--- src/rtl/rs_issue_sched.sv ---
// rtl/rs_issue_sched.sv - round-robin issue select from the RS with multiplier occupancy tracking
module rs_issue_sched #(
    parameter int RS_SZ    = 5,
    parameter int IDX_W    = $clog2(RS_SZ),
    parameter int MULT_LAT = 4
) (
    input  logic               clock,
    input  logic               reset,
    input  logic [RS_SZ-1:0]   req_ready,
    input  logic [2*RS_SZ-1:0] req_fu,
    input  logic               is_stall,
    input  logic               flush,
    output logic               issue_valid,
    output logic [IDX_W-1:0]   issue_idx,
    output logic [1:0]         issue_fu,
    output logic [RS_SZ-1:0]   issue_grant,
    output logic               mult_busy
);

    localparam int         CNT_W   = $clog2(MULT_LAT);
    localparam logic [1:0] FU_MULT = 2'd3;

    logic [IDX_W-1:0] rr_ptr;
    logic [CNT_W-1:0] mult_cnt;
    logic             accept;
    logic             accept_mult;
    logic             mult_free;
    logic [RS_SZ-1:0] elig;
    logic             found;
    logic [IDX_W-1:0] win_idx;
    logic [1:0]       win_fu;

    assign accept      = issue_valid && !is_stall;
    assign accept_mult = accept && (issue_fu == FU_MULT);
    // A new MULT may be selected on the edge where the counter drains to zero,
    // so its accept lands exactly MULT_LAT cycles after the previous one.
    assign mult_free   = (mult_cnt <= CNT_W'(1)) && !accept_mult;

    always_comb begin
        elig = '0;
        for (int i = 0; i < RS_SZ; i++) begin
            elig[i] = req_ready[i]
                   && !(accept && (int'(issue_idx) == i))
                   && ((req_fu[2*i +: 2] != FU_MULT) || mult_free);
        end
    end

    always_comb begin
        int j;
        found   = 1'b0;
        win_idx = '0;
        j       = 0;
        for (int k = 0; k < RS_SZ; k++) begin
            j = int'(rr_ptr) + k;
            if (j >= RS_SZ) begin
                j = j - RS_SZ;
            end
            if (!found && elig[j]) begin
                found   = 1'b1;
                win_idx = IDX_W'(j);
            end
        end
    end

    assign win_fu = req_fu[2*int'(win_idx) +: 2];

    always_ff @(posedge clock) begin
        if (reset) begin
            issue_valid <= 1'b0;
            issue_idx   <= '0;
            issue_fu    <= '0;
            rr_ptr      <= '0;
            mult_cnt    <= '0;
        end else if (flush) begin
            issue_valid <= 1'b0;
            mult_cnt    <= '0;
        end else begin
            if (accept_mult) begin
                mult_cnt <= CNT_W'(MULT_LAT - 1);
            end else if (mult_cnt != '0) begin
                mult_cnt <= mult_cnt - CNT_W'(1);
            end

            if (!issue_valid || accept) begin
                if (found) begin
                    issue_valid <= 1'b1;
                    issue_idx   <= win_idx;
                    issue_fu    <= win_fu;
                    rr_ptr      <= (win_idx == IDX_W'(RS_SZ - 1)) ? '0 : win_idx + IDX_W'(1);
                end else begin
                    issue_valid <= 1'b0;
                end
            end
        end
    end

    assign issue_grant = (accept && !flush) ? (RS_SZ'(1) << issue_idx) : '0;
    assign mult_busy   = (mult_cnt != '0);

endmodule

--- config.mk ---
export PLATFORM = sky130hd
export DESIGN_NAME = rs_issue_sched
export DESIGN_NICKNAME = d
export VERILOG_FILES = /design/src/rtl/rs_issue_sched.sv
export SDC_FILE = /design/constraint.sdc
export NUM_CORES = 1
export LEC_CHECK = 0
export ABC_AREA = 1
export CAP_MARGIN = 20
export CELL_PAD_IN_SITES_DETAIL_PLACEMENT = 0
export CELL_PAD_IN_SITES_GLOBAL_PLACEMENT = 2
export CORE_UTILIZATION = 28
export DETAILED_ROUTE_END_ITERATION = 10
export HOLD_SLACK_MARGIN = 0.03
export PLACE_DENSITY_LB_ADDON = 0.25
export SETUP_SLACK_MARGIN = 0.3
export SLEW_MARGIN = 40
export SYNTH_ARGS = -nofsm -noshare
export SYNTH_HDL_FRONTEND = slang
export SYNTH_SLANG_ARGS = --single-unit
--- constraint.sdc ---
create_clock -name clock -period 3.9 [get_ports clock]
set_input_delay 0.585 -clock clock [delete_from_list [all_inputs] [get_ports clock]]
set_output_delay 0.585 -clock clock [all_outputs]
set_load 0.05 [all_outputs]
* Word-level counts from Yosys, hierarchy flattened *
Cells that the tools add are included.

cells by class
  multiply operators = 0
  reduce and logical (&&, ||, !) cells = 47
  mux-type cells = 35
  add/sub/neg operators = 11
  shift operators = 2
  equality and inequality tests = 11
  div/mod/pow operators = 0
  bitwise gates (word level) = 1
  order comparisons = 11

operators by type and width
  kind                   number
  $lt A32 B5 Y1 const B  5
  $mux W32               5
  $logic_and A1 B1 Y1    23
  $sub A4 B3 Y5 const B  4
  $mux W3                6
  $ge A4 B3 Y1 const B   4
  $mux W1                16
  $bmux W1 S3            5
  $logic_not A1 Y1       13
  $eq A3 B3 Y1 const B   4
  $ne A2 B2 Y1 const B   5
  $shiftx A10 B5 Y2      1
  $add A3 B2 Y4 const B  2
  $logic_or A1 B1 Y1     6
  $mux W5                1
  $shl A1 B3 Y5 const A  1
  $add A3 B1 Y4 const B  1
  $add A3 B3 Y4 const B  1
  $mux W2                2
  $reduce_bool A2 Y1     2
  $sub A3 B3 Y4 const B  1
  $add A3 B1 Y3 const B  1
  $eq A3 B2 Y1 const B   1
  $ge A3 B3 Y1 const B   1
  other kinds (7)        7

storage, ports and cells
  bits in latches = 0
  memory bits (read-only) = 0
  register bits after elaboration = 11
  bits in writable memories = 0
  memories kept = 0
  output and inout bits = 12

* Depth between registers and ports, before layout *
Gate-level depths: netlist (run 1).

  word-level depth = 25
  gate-level depth with buffers = 28

* Worst setup path before layout (run 1) *
Ideal clock, no wire load.

  kind = reg-to-reg
  from = register rr_ptr[1]
  to = register rr_ptr[1]
  cell stages (with the launch flop) = 22
  required time = 3.774 ns
  data arrival time = 2.702 ns
  library setup time = 0.126 ns
  path slack = 1.072 ns
  cells stage by stage = dfxtp_1 > inv_1 > ha_1 > inv_2 > nand3_1 > nand2_2 > nand2_1 > nand2_1 > nand2_1 > nand2_1 > nand2_1 > nand2_2 > nor2_4 > nor2_4 > nand2_2 > nor2_4 > nand3_4 > nand2_4 > inv_1 > ha_1 > o21ai_1 > a21oi_1

between the ends
  longest elaborated chain between the ends = 20

RTL lines
  what                                                                    line  text
  start, declared                                                         23    logic [IDX_W-1:0] rr_ptr;
  start signal, assigned                                                  89    rr_ptr <= (win_idx == IDX_W'(RS_SZ - 1)) ? '0 : win_idx + IDX_W'(1);
  parallel branches: the longest is 17 deep, another holds $sub A4 B3 Y5  --
  $mux W3 (*)                                                             58    if (!found && elig[j]) begin
  via win_idx[0]                                                          30    logic [IDX_W-1:0] win_idx;
  $add A3 B1 Y3 / $eq A3 B3 Y1 (equally long branches)                    89
  $mux W3 (*)                                                             89

Mark *: on every way through the listed nets, which the timed path passes. The select of a mux whose other input is x is not followed.
A chain may end at the register's enable or synchronous reset.

* Worst setup path after layout (run 1) *
  from = register rr_ptr[2]
  to = register rr_ptr[1]

Same word-level chain as after synthesis.

==> results of run 1 <==
## flip-flops by register name, summed over array words and instances, names as in the netlist
register,cells
rr_ptr,3
issue_fu,2
issue_idx,3
mult_cnt,2
issue_valid,1
## critical path: cells and delay by family, from the launching register on
family | cells | cell delay (ns)
AOI/OAI and AO/OA | 3 | 0.53
adders and majority gates | 2 | 0.66
buffers and inverters | 2 | 0.23
DFF | 1 | 0.55
and+or+nand+nor | 10 | 1.17
## how the worst min path moves through the flow
stage                       end
floorplan           mult_cnt[1]
global placement    issue_fu[1]
detailed placement  mult_cnt[1]
CTS                 mult_cnt[1]
global route        mult_cnt[1]
finish              mult_cnt[1]
## report_power, final
| part | switching, mW | leakage [nW] | total, mW | internal [mW] |
|---|---|---|---|---|
| Sequential | 0.0449 | 0.0910 | 0.195 | 0.150 |
| Combinational | 1.29 | 1.04 | 1.90 | 0.610 |
| Clock | 0.0417 | 0.0228 | 0.113 | 0.0717 |
| Total | 1.37 | 1.15 | 2.21 | 0.832 |
## cells in the mapped netlist, types with 3 or more instances
master / n
nand2_2: 24
nor2_4: 5
a21oi_2: 3
inv_1: 48
nor2_2: 4
o21ai_0: 9
nand3_1: 42
xor2_1: 3
inv_2: 7
nand3_2: 6
o21ai_1: 3
nand2_1: 71
nand4_1: 7
dfxtp_1: 11
a21oi_1: 14
nor3_1: 4
ha_1: 15
nor2_1: 21
## what timing repair did
| item | CTS | global route |
|---|---|---|
| resized for setup | 0 | 3 |
| endpoints found under the setup margin | 0 | 6 |
| endpoints found under the hold margin | 0 | 0 |
| setup buffers | 0 | 0 |
| hold buffers | 0 | 0 |
## cell families (layout without fill, tap and decap cells)
group | count (synthesis) | count (layout)
and+or+nand+nor | 193 | 193
buffers and inverters | 58 | 91
AOI/OAI and AO/OA | 34 | 34
adders and majority gates | 15 | 15
DFF | 11 | 11
xor gates and xnor gates | 5 | 5
## area by class of cell
cell class | instances | share of cell area, %
clock buffers | 4 | 1.93
inverters | 56 | 9.02
multi-input cells | 247 | 62.2
flip-flops and latches | 11 | 9.50
well taps | 77 | 4.13
repair buffers | 31 | 13.2
## per-layer routing
metal / vias to the layer above / wire [um]
li1: 1080 / -
met1: 883 / 2740
met2: 43 / 2690
met3: 4 / 152
met4: 0 / 32
met5: - / 0
## per-stage QoR
step           worst slack (ns)  power, mW
2_1_floorplan              1.07       1.65
3_3_place_gp              0.468       2.12
3_5_place_dp              0.470       2.10
4_1_cts                   0.467       2.22
5_1_grt                   0.312       2.46
6_report                  0.638       2.21
## placed cells by master (no fill, tap or decap), types with 2 or more instances in the layout
cell type / instances
nor2_2: 4
nand3_2: 6
nand3_1: 42
nand2_4: 2
nand4_1: 7
o21ai_1: 3
nand3b_1: 2
o21ai_0: 9
nor3_1: 4
nor2_4: 5
dfxtp_1: 10
nand2_2: 24
nand2_1: 71
inv_1: 47
o21ai_2: 2
clkbuf_8: 3
a21oi_1: 14
nor2_1: 21
a21oi_2: 3
inv_2: 8
ha_1: 14
xor2_1: 3
clkdlybuf4s50_1: 30
==> results.yml, run 1 <==
timing:
  hold_slack_ns: 0.554
  relSlewSlack_pct: 65.0
  finalHoldViolations: 0
  worst_pin_slew_ns: 0.522
  fin_setup_tns_ns: 0
  rsz0062_at_grt: "false"
  timing.final.crit_share_pct: 83.6
  max_freq_mhz: 307
  final-setup-viol-count: 0
  finalClockSkew_ns: 0.00403
  slew_violations: 0
  min_period_ns: 3.26
synthesis:
  ys_ff_latch: 11
  yosysTopAreaCellShare_pct: 14.1
  synth_compound_area_share_pct: 10.3
  avgSynthCellArea_um2: 6.00
  synth_top_family_by_area: "simple AND/OR/NAND/NOR gates"
  yosysWarnings: 0
  synth_xor_area_share_pct: 2.70
  netlist_instances: 316
  synth_ff_type: "dfxtp_1"
  syn_area_um2: 1900
  yosys.area_share.simple_pct: 53.4
  synthMuxAreaShare_pct: 0
  seq_area_frac_synth_pct: 11.6
  async_reset_ff_share_pct: 0
  yosysTopAreaCell: "nand2_1"
  synthesis.nets: 350
  synthTopCellsByArea: "nand2_1, dfxtp_1, nand3_1"
  synth_edf_count: 0
  synth-adder-area-share_pct: 9.89
  synth_cell_types: 34
min_path:
  hold_depth: 2
  min-delay-start: "mult_cnt[1]"
  hp-class: "reg2reg"
place:
  post-place-cells: 422
  numPortBuffers: 30
  dpl_cell_area_um2: 2280
  globalplace.congestion: 0.847
  dp_hpwl_um: 4800
clocking:
  cts_buffers: 3
  cts_root_buffer: "clkbuf_8"
  path_clk_slew_ns: 0.05
  clk-insertion-delay-late_ns: 0.24
  cts_tree: "done"
  htree_levels: 1
  clk_path_buf_depth: 2
  numClockSinks: 11
global_routing:
  grt_pass1_wl_um: 9490
  track_usage_pct: 16.6
  grt-busiest-layer: "met2"
  use_met2_pct: 29.4
  antenna_found_initial: 0
  grt_max_degree: 15
  overflow: 0
  grt_use_met1_pct: 22.2
  met3_usage_pct: 2.06
  first_global_vias: 1902
routing:
  drt-initial-drc-count: 82
  drcViolationCount: 0
  ant_nets: 0
  wire_per_inst_um: 13.2
  drt_pass1_iterations: 4
  via_per_inst: 4.72
  num_vias: 2010
  wl_um: 5610
layout:
  final_core_util_pct: 36.1
  layout.cells.non_filler: 426
  diodes: 0
  fin_nets: 384
  fill_cells: 714
  final_area_um2: 2330
  seq_area_um2: 221
  multi_input_area_um2: 1450
  drive_above_1_share_pct: 18.6
  area_growth_pct: 22.9
floorplan:
  dieArea_um2: 7110
  start_util_pct: 29.4
  die_x_um: 84.3
  ioPinCount: 31
  die_h_um: 84.3
  fp.coreArea_um2: 6460
  rows: 29
power_and_ir_drop:
  power_density_nw_per_um2: 946
  leakage_nw: 1.15
  ir_drop_mv: 0.374
critical_path:
  cpPeakStageDelay_ns: 0.55
  start_kind: "flop"
  cp-endpoint: "rr_ptr[1]"
  r2r-start: "rr_ptr[2]"
  cp.arrival_ns: 3.38
  worstSetupPathType: "reg2reg"
  cp_cell_sequence: "inv_2 -> ha_1 -> nand2_1 -> nand3_2 -> o21ai_1 -> nor2_1 -> nand2_1 -> nor2_1 -> nor2_2 -> nand2_2 -> nor2_4 -> nand3_4 -> nand2_4 -> inv_1 -> ha_1 -> o21ai_1 -> a21oi_1"
  crit_fanout: 8
  worstPathRequired_ns: 4.01
  r2r_slack_ns: 0.64
  r2r-end: "rr_ptr[1]"
  cp-end-kind: "flop"
  critPathSlowestCell: "dfxtp_1"
  cp-startpoint: "rr_ptr[2]"
  worstRegToRegCells: 17
run:
  cap_violations: 0
run_status:
  outcome: "completed"
Note: power is estimated with default switching activity, not from simulation.
==> run 2, diff against run 1 <==
==> constraint.sdc (replaced) <==
create_clock -name clock -period 3.1 [get_ports clock]
set_input_delay 0.465 -clock clock [delete_from_list [all_inputs] [get_ports clock]]
set_output_delay 0.465 -clock clock [all_outputs]
set_load 0.05 [all_outputs]
==> results.yml, run 2 (synthesis gave the netlist of run 1 again) <==
critical_path:
  cpPeakStageDelay_ns: 0.36
  crit_fanout: 7
  worstSetupPathDepth: 25
  critPathSlowestCell: "dfxtp_2"
  start_kind: "flop"
  cp.arrival_ns: 2.97
  crit_buf_inv: 6
  worstRegToRegCells: 25
  cp-end-kind: "flop"
  worstPathRequired_ns: 3.28
  cp_top_family: "simple AND/OR/NAND/NOR gates"
  worstSetupPathType: "reg2reg"
power_and_ir_drop:
  leakage_nw: 1.43
  power_density_nw_per_um2: 1290
  ir_drop_mv: 0.541
layout:
  fin_nets: 431
  fill_cells: 684
  diodes: 0
  seq_area_um2: 223
  drive_above_1_share_pct: 41.7
  final_cell_mix: "nand2_1, buf_4, inv_1"
  reg.largest.list: "issue_idx (3), rr_ptr (3)"
  layout_commonest_cell: "nand2_1"
  area_growth_pct: 58.8
  layout.cells.non_filler: 473
  final_core_util_pct: 46.6
  multi_input_area_um2: 1740
timing:
  final-setup-viol-count: 0
  setup_slack_ns: 0.310
  max_freq_mhz: 358
  finalHoldViolations: 0
  slew_violations: 0
  min_period_ns: 2.79
  rsz0062_at_grt: "true"
  worst_pin_slew_ns: 0.501
  timing.final.crit_share_pct: 90.0
  finalClockSkew_ns: 0.00206
  relSlewSlack_pct: 66.5
floorplan:
  start_util_pct: 29.4
  die_x_um: 84.3
  ioPinCount: 31
  die_h_um: 84.3
  fp.coreArea_um2: 6460
  rows: 29
  dieArea_um2: 7110
routing:
  drt-initial-drc-count: 79
  drcViolationCount: 0
  ant_nets: 0
  via_per_inst: 4.58
  num_vias: 2166
  wl_um: 6100
  drt_pass1_iterations: 4
  wire_per_inst_um: 12.9
place:
  globalplace.congestion: 0.830
  post-place-cells: 453
  numPortBuffers: 30
  dp_slack_ns: -0.0590
  dp_hpwl_um: 4930
clocking:
  numClockSinks: 11
  cts_tree: "done"
  path_clk_slew_ns: 0.05
  htree_levels: 1
  postCtsHoldBufs: 0
  cts_buffers: 3
  clk_path_buf_depth: 2
  cts_root_buffer: "clkbuf_8"
  clk-insertion-delay-late_ns: 0.23
min_path:
  hold_depth: 2
  hp-class: "reg2reg"
global_routing:
  grt_pass1_wl_um: 9860
  antenna_found_initial: 0
  grt_max_degree: 15
  track_usage_pct: 17.4
  overflow: 0
  first_global_vias: 2040
run_status:
  outcome: "completed"
run:
  cap_violations: 0
## run 2: cell types whose count changed in the layout (fill, tap and decap cells not counted), sizes merged
cell | previous run | this run
buf | 1 | 50
clkdlybuf4s50 | 30 | 27
dlygate4sd2 | 0 | 1
## run 2: stage by stage
| stage | total power [mW] | setup TNS (ns) | hold WS, ns | instance area (um2) |
|---|---|---|---|---|
| floorplan | 2.09 | 0 | 0.515 | 1910 |
| global placement | 3.08 | -0.121 | 0.544 | 2520 |
| detailed placement | 3.09 | -0.125 | 0.551 | 2520 |
| CTS | 3.38 | 0 | 0.568 | 2650 |
| global route | 4.27 | 0 | 0.594 | 3010 |
| finish | 3.87 | 0 | 0.554 | 3010 |
## run 2: repair_timing
| item | CTS | global route |
|---|---|---|
| endpoints found under the setup margin | 7 | 9 |
| gates resized for setup | 25 | 57 |
| pin swaps | 15 | 28 |
| buffers inserted | 2 | 14 |
## run 2: layout make-up
cell class,instances,share of cell area [%]
clock buffer,4,1.50
timing repair buffer,78,22.7
sequential,11,7.40
multi-input combinational,247,57.9
tap,77,3.20
inverter,56,7.31
## run 2: worst paths after layout
check,from,endpoint,slack [ns]
worst max-delay path,rr_ptr[0],rr_ptr[2],0.31
worst min-delay path,mult_cnt[1],mult_cnt[1],0.55
worst min register to register,mult_cnt[1],mult_cnt[1],0.55
worst max register to register,rr_ptr[0],rr_ptr[2],0.31
## run 2: report_power, final
| part | leakage (nW) | internal [mW] | total [mW] | switching (mW) |
|---|---|---|---|---|
| clock network | 0.0228 | 0.0902 | 0.142 | 0.0521 |
| logic | 1.31 | 1.48 | 3.49 | 2.02 |
| registers | 0.0914 | 0.190 | 0.235 | 0.0450 |
| total | 1.43 | 1.76 | 3.87 | 2.11 |
## run 2: worst reg2reg max path, cell delays in order (launching register included)
cell and delay [ns]:
dfxtp_2 0.36, inv_2 0.06, ha_1 0.20, inv_1 0.06, ha_2 0.16, inv_2 0.06, nand2_4 0.08, nand2_2 0.05
nand2_2 0.12, inv_4 0.06, nor2_4 0.09, nand2_2 0.09, nand3_4 0.11, nand3_4 0.08, nor2_4 0.17, nand3_1 0.13
nor2_2 0.15, nor2_4 0.06, nand2_4 0.07, inv_1 0.07, ha_4 0.16, nor2_1 0.09, nand2_1 0.07, nand3_2 0.06
nand2_1 0.04, inv_1 0.04
## run 2: metal layers
layer	wire [um]	vias up	track usage, %	part of all wire [%]
met5	0	-	0	0
met4	27	0	2.82	0.44
met3	123	2	1.28	2.0
met2	3080	31	31.4	50
met1	2870	963	22.8	47
li1	-	1170	-	-
==> run 3, diff against run 2 <==
--- a/config.mk
+++ b/config.mk
@@ -18,3 +18,4 @@
 export SYNTH_ARGS = -nofsm -noshare
 export SYNTH_HDL_FRONTEND = slang
 export SYNTH_SLANG_ARGS = --single-unit
+export TNS_END_PERCENT = 20
==> results.yml, run 3 (synthesis gave the netlist of run 1 again) <==
run_status:
  outcome: "completed"
place:
  globalplace.congestion: 0.830
  numPortBuffers: 30
  dp_hpwl_um: 4930
  post-place-cells: 453
global_routing:
  antenna_found_initial: 0
  overflow: 0
  first_global_vias: 2040
  track_usage_pct: 17.4
  grt_max_degree: 15
  grt_pass1_wl_um: 9860
layout:
  drive_above_1_share_pct: 41.2
  layout.cells.non_filler: 473
  area_growth_pct: 57.5
  final_cell_mix: "nand2_1, buf_4, inv_1"
  reg.largest.list: "issue_idx (3), rr_ptr (3)"
  diodes: 0
  fin_nets: 431
  layout_commonest_cell: "nand2_1"
critical_path:
  crit_fanout: 7
  worstPathRequired_ns: 3.23
  crit_buf_inv: 4
  cp_cell_sequence: "inv_2 -> ha_1 -> inv_1 -> ha_2 -> inv_2 -> nand2_4 -> nand2_1 -> nand2_4 -> nor2_2 -> a21oi_1 -> nand3_4 -> nand3_4 -> nor2_4 -> nand4_1 -> nand2_1 -> buf_4 -> o21ai_4 -> ha_2 -> o21ai_1 -> a21oi_1"
  cp-end-kind: "flop"
  worstSetupPathType: "reg2reg"
  critPathSlowestCell: "dfxtp_2"
  cp.arrival_ns: 2.96
  cpPeakStageDelay_ns: 0.36
  cp_top_family: "simple AND/OR/NAND/NOR gates"
  start_kind: "flop"
timing:
  min_period_ns: 2.83
  finalClockSkew_ns: 0.00277
  rsz0062_at_grt: "true"
  fin_setup_tns_ns: 0
  relSlewSlack_pct: 66.6
  timing.final.crit_share_pct: 91.4
  finalHoldViolations: 0
  slew_violations: 0
  worst_pin_slew_ns: 0.500
  max_freq_mhz: 353
  final-setup-viol-count: 0
floorplan:
  die_x_um: 84.3
  fp.coreArea_um2: 6460
  dieArea_um2: 7110
  ioPinCount: 31
  rows: 29
  start_util_pct: 29.4
  die_h_um: 84.3
routing:
  drcViolationCount: 0
  via_per_inst: 4.53
  wire_per_inst_um: 12.8
  ant_nets: 0
  drt_pass1_iterations: 4
  drt-initial-drc-count: 78
  num_vias: 2142
  wl_um: 6080
run:
  cap_violations: 0
min_path:
  hp-class: "reg2reg"
clocking:
  cts_tree: "done"
  cts_buffers: 3
  clk_path_buf_depth: 2
  postCtsHoldBufs: 0
  cts_root_buffer: "clkbuf_8"
  path_clk_slew_ns: 0.05
  htree_levels: 1
  clk-insertion-delay-late_ns: 0.23
  numClockSinks: 11
power_and_ir_drop:
  ir_drop_mv: 0.634
  leakage_nw: 1.42
  power_density_nw_per_um2: 1270
[run 3: cell counts in the layout (fill, tap and decap cells not counted)]
Identical to the previous run, type by type.
[run 3: cell type report]
type,instances,area [um2]
Multi-Input combinational cell,247,1720
Inverter,56,220
Tap cell,77,96.3
Clock buffer,4,45.0
Timing Repair Buffer,78,683
Fill cell,689,3470
Sequential cell,11,223
[run 3: timing repair]
item,CTS,global route
setup buffers,2,14
resized for setup,25,53
setup endpoints to repair,7,9
pin swaps,15,28
[run 3: per-stage QoR]
step	setup WS [ns]	utilization (%)	area (um2)	total power, mW	hold slack [ns]
after floorplan	0.347	-	1910	2.09	0.515
after global placement	-0.0696	39.1	2520	3.08	0.544
after detailed placement	-0.0590	39.1	2520	3.09	0.551
after CTS	0.302	41.1	2650	3.38	0.568
after global routing	0.0631	46.2	2990	4.17	0.594
final	0.267	46.2	2990	3.79	0.554
[run 3: worst paths after layout]
kind | start | slack [ns] | cells after the start | endpoint
max | rr_ptr[0] | 0.27 | 20 | rr_ptr[1]
min | mult_cnt[1] | 0.55 | 2 | mult_cnt[1]
max reg2reg | rr_ptr[0] | 0.27 | 20 | rr_ptr[1]
min reg2reg | mult_cnt[1] | 0.55 | 2 | mult_cnt[1]
[run 3: power by group]
part | total, mW | leakage (nW) | switching, mW | internal (mW)
sequential | 0.235 | 0.0914 | 0.0448 | 0.190
clock | 0.143 | 0.0228 | 0.0525 | 0.0902
combinational | 3.41 | 1.31 | 1.98 | 1.43
[run 3: worst register-to-register path, delay by kind of cell, from the launching register on]
family	cells	cell delay, ns
adders and majority gates	3	0.65
DFF	1	0.36
AOI/OAI and AO/OA	4	0.57
buffers and inverters	4	0.32
and+or+nand+nor	9	0.82
[run 3: layer usage]
| layer | vias to the layer above | track usage [%] | routed length (um) |
|---|---|---|---|
| met3 | 2 | 1.28 | 79 |
| met2 | 23 | 31.4 | 3050 |
| met5 | - | 0 | 0 |
| li1 | 1169 | - | - |
| met4 | 0 | 2.82 | 31 |
| met1 | 948 | 22.8 | 2910 |
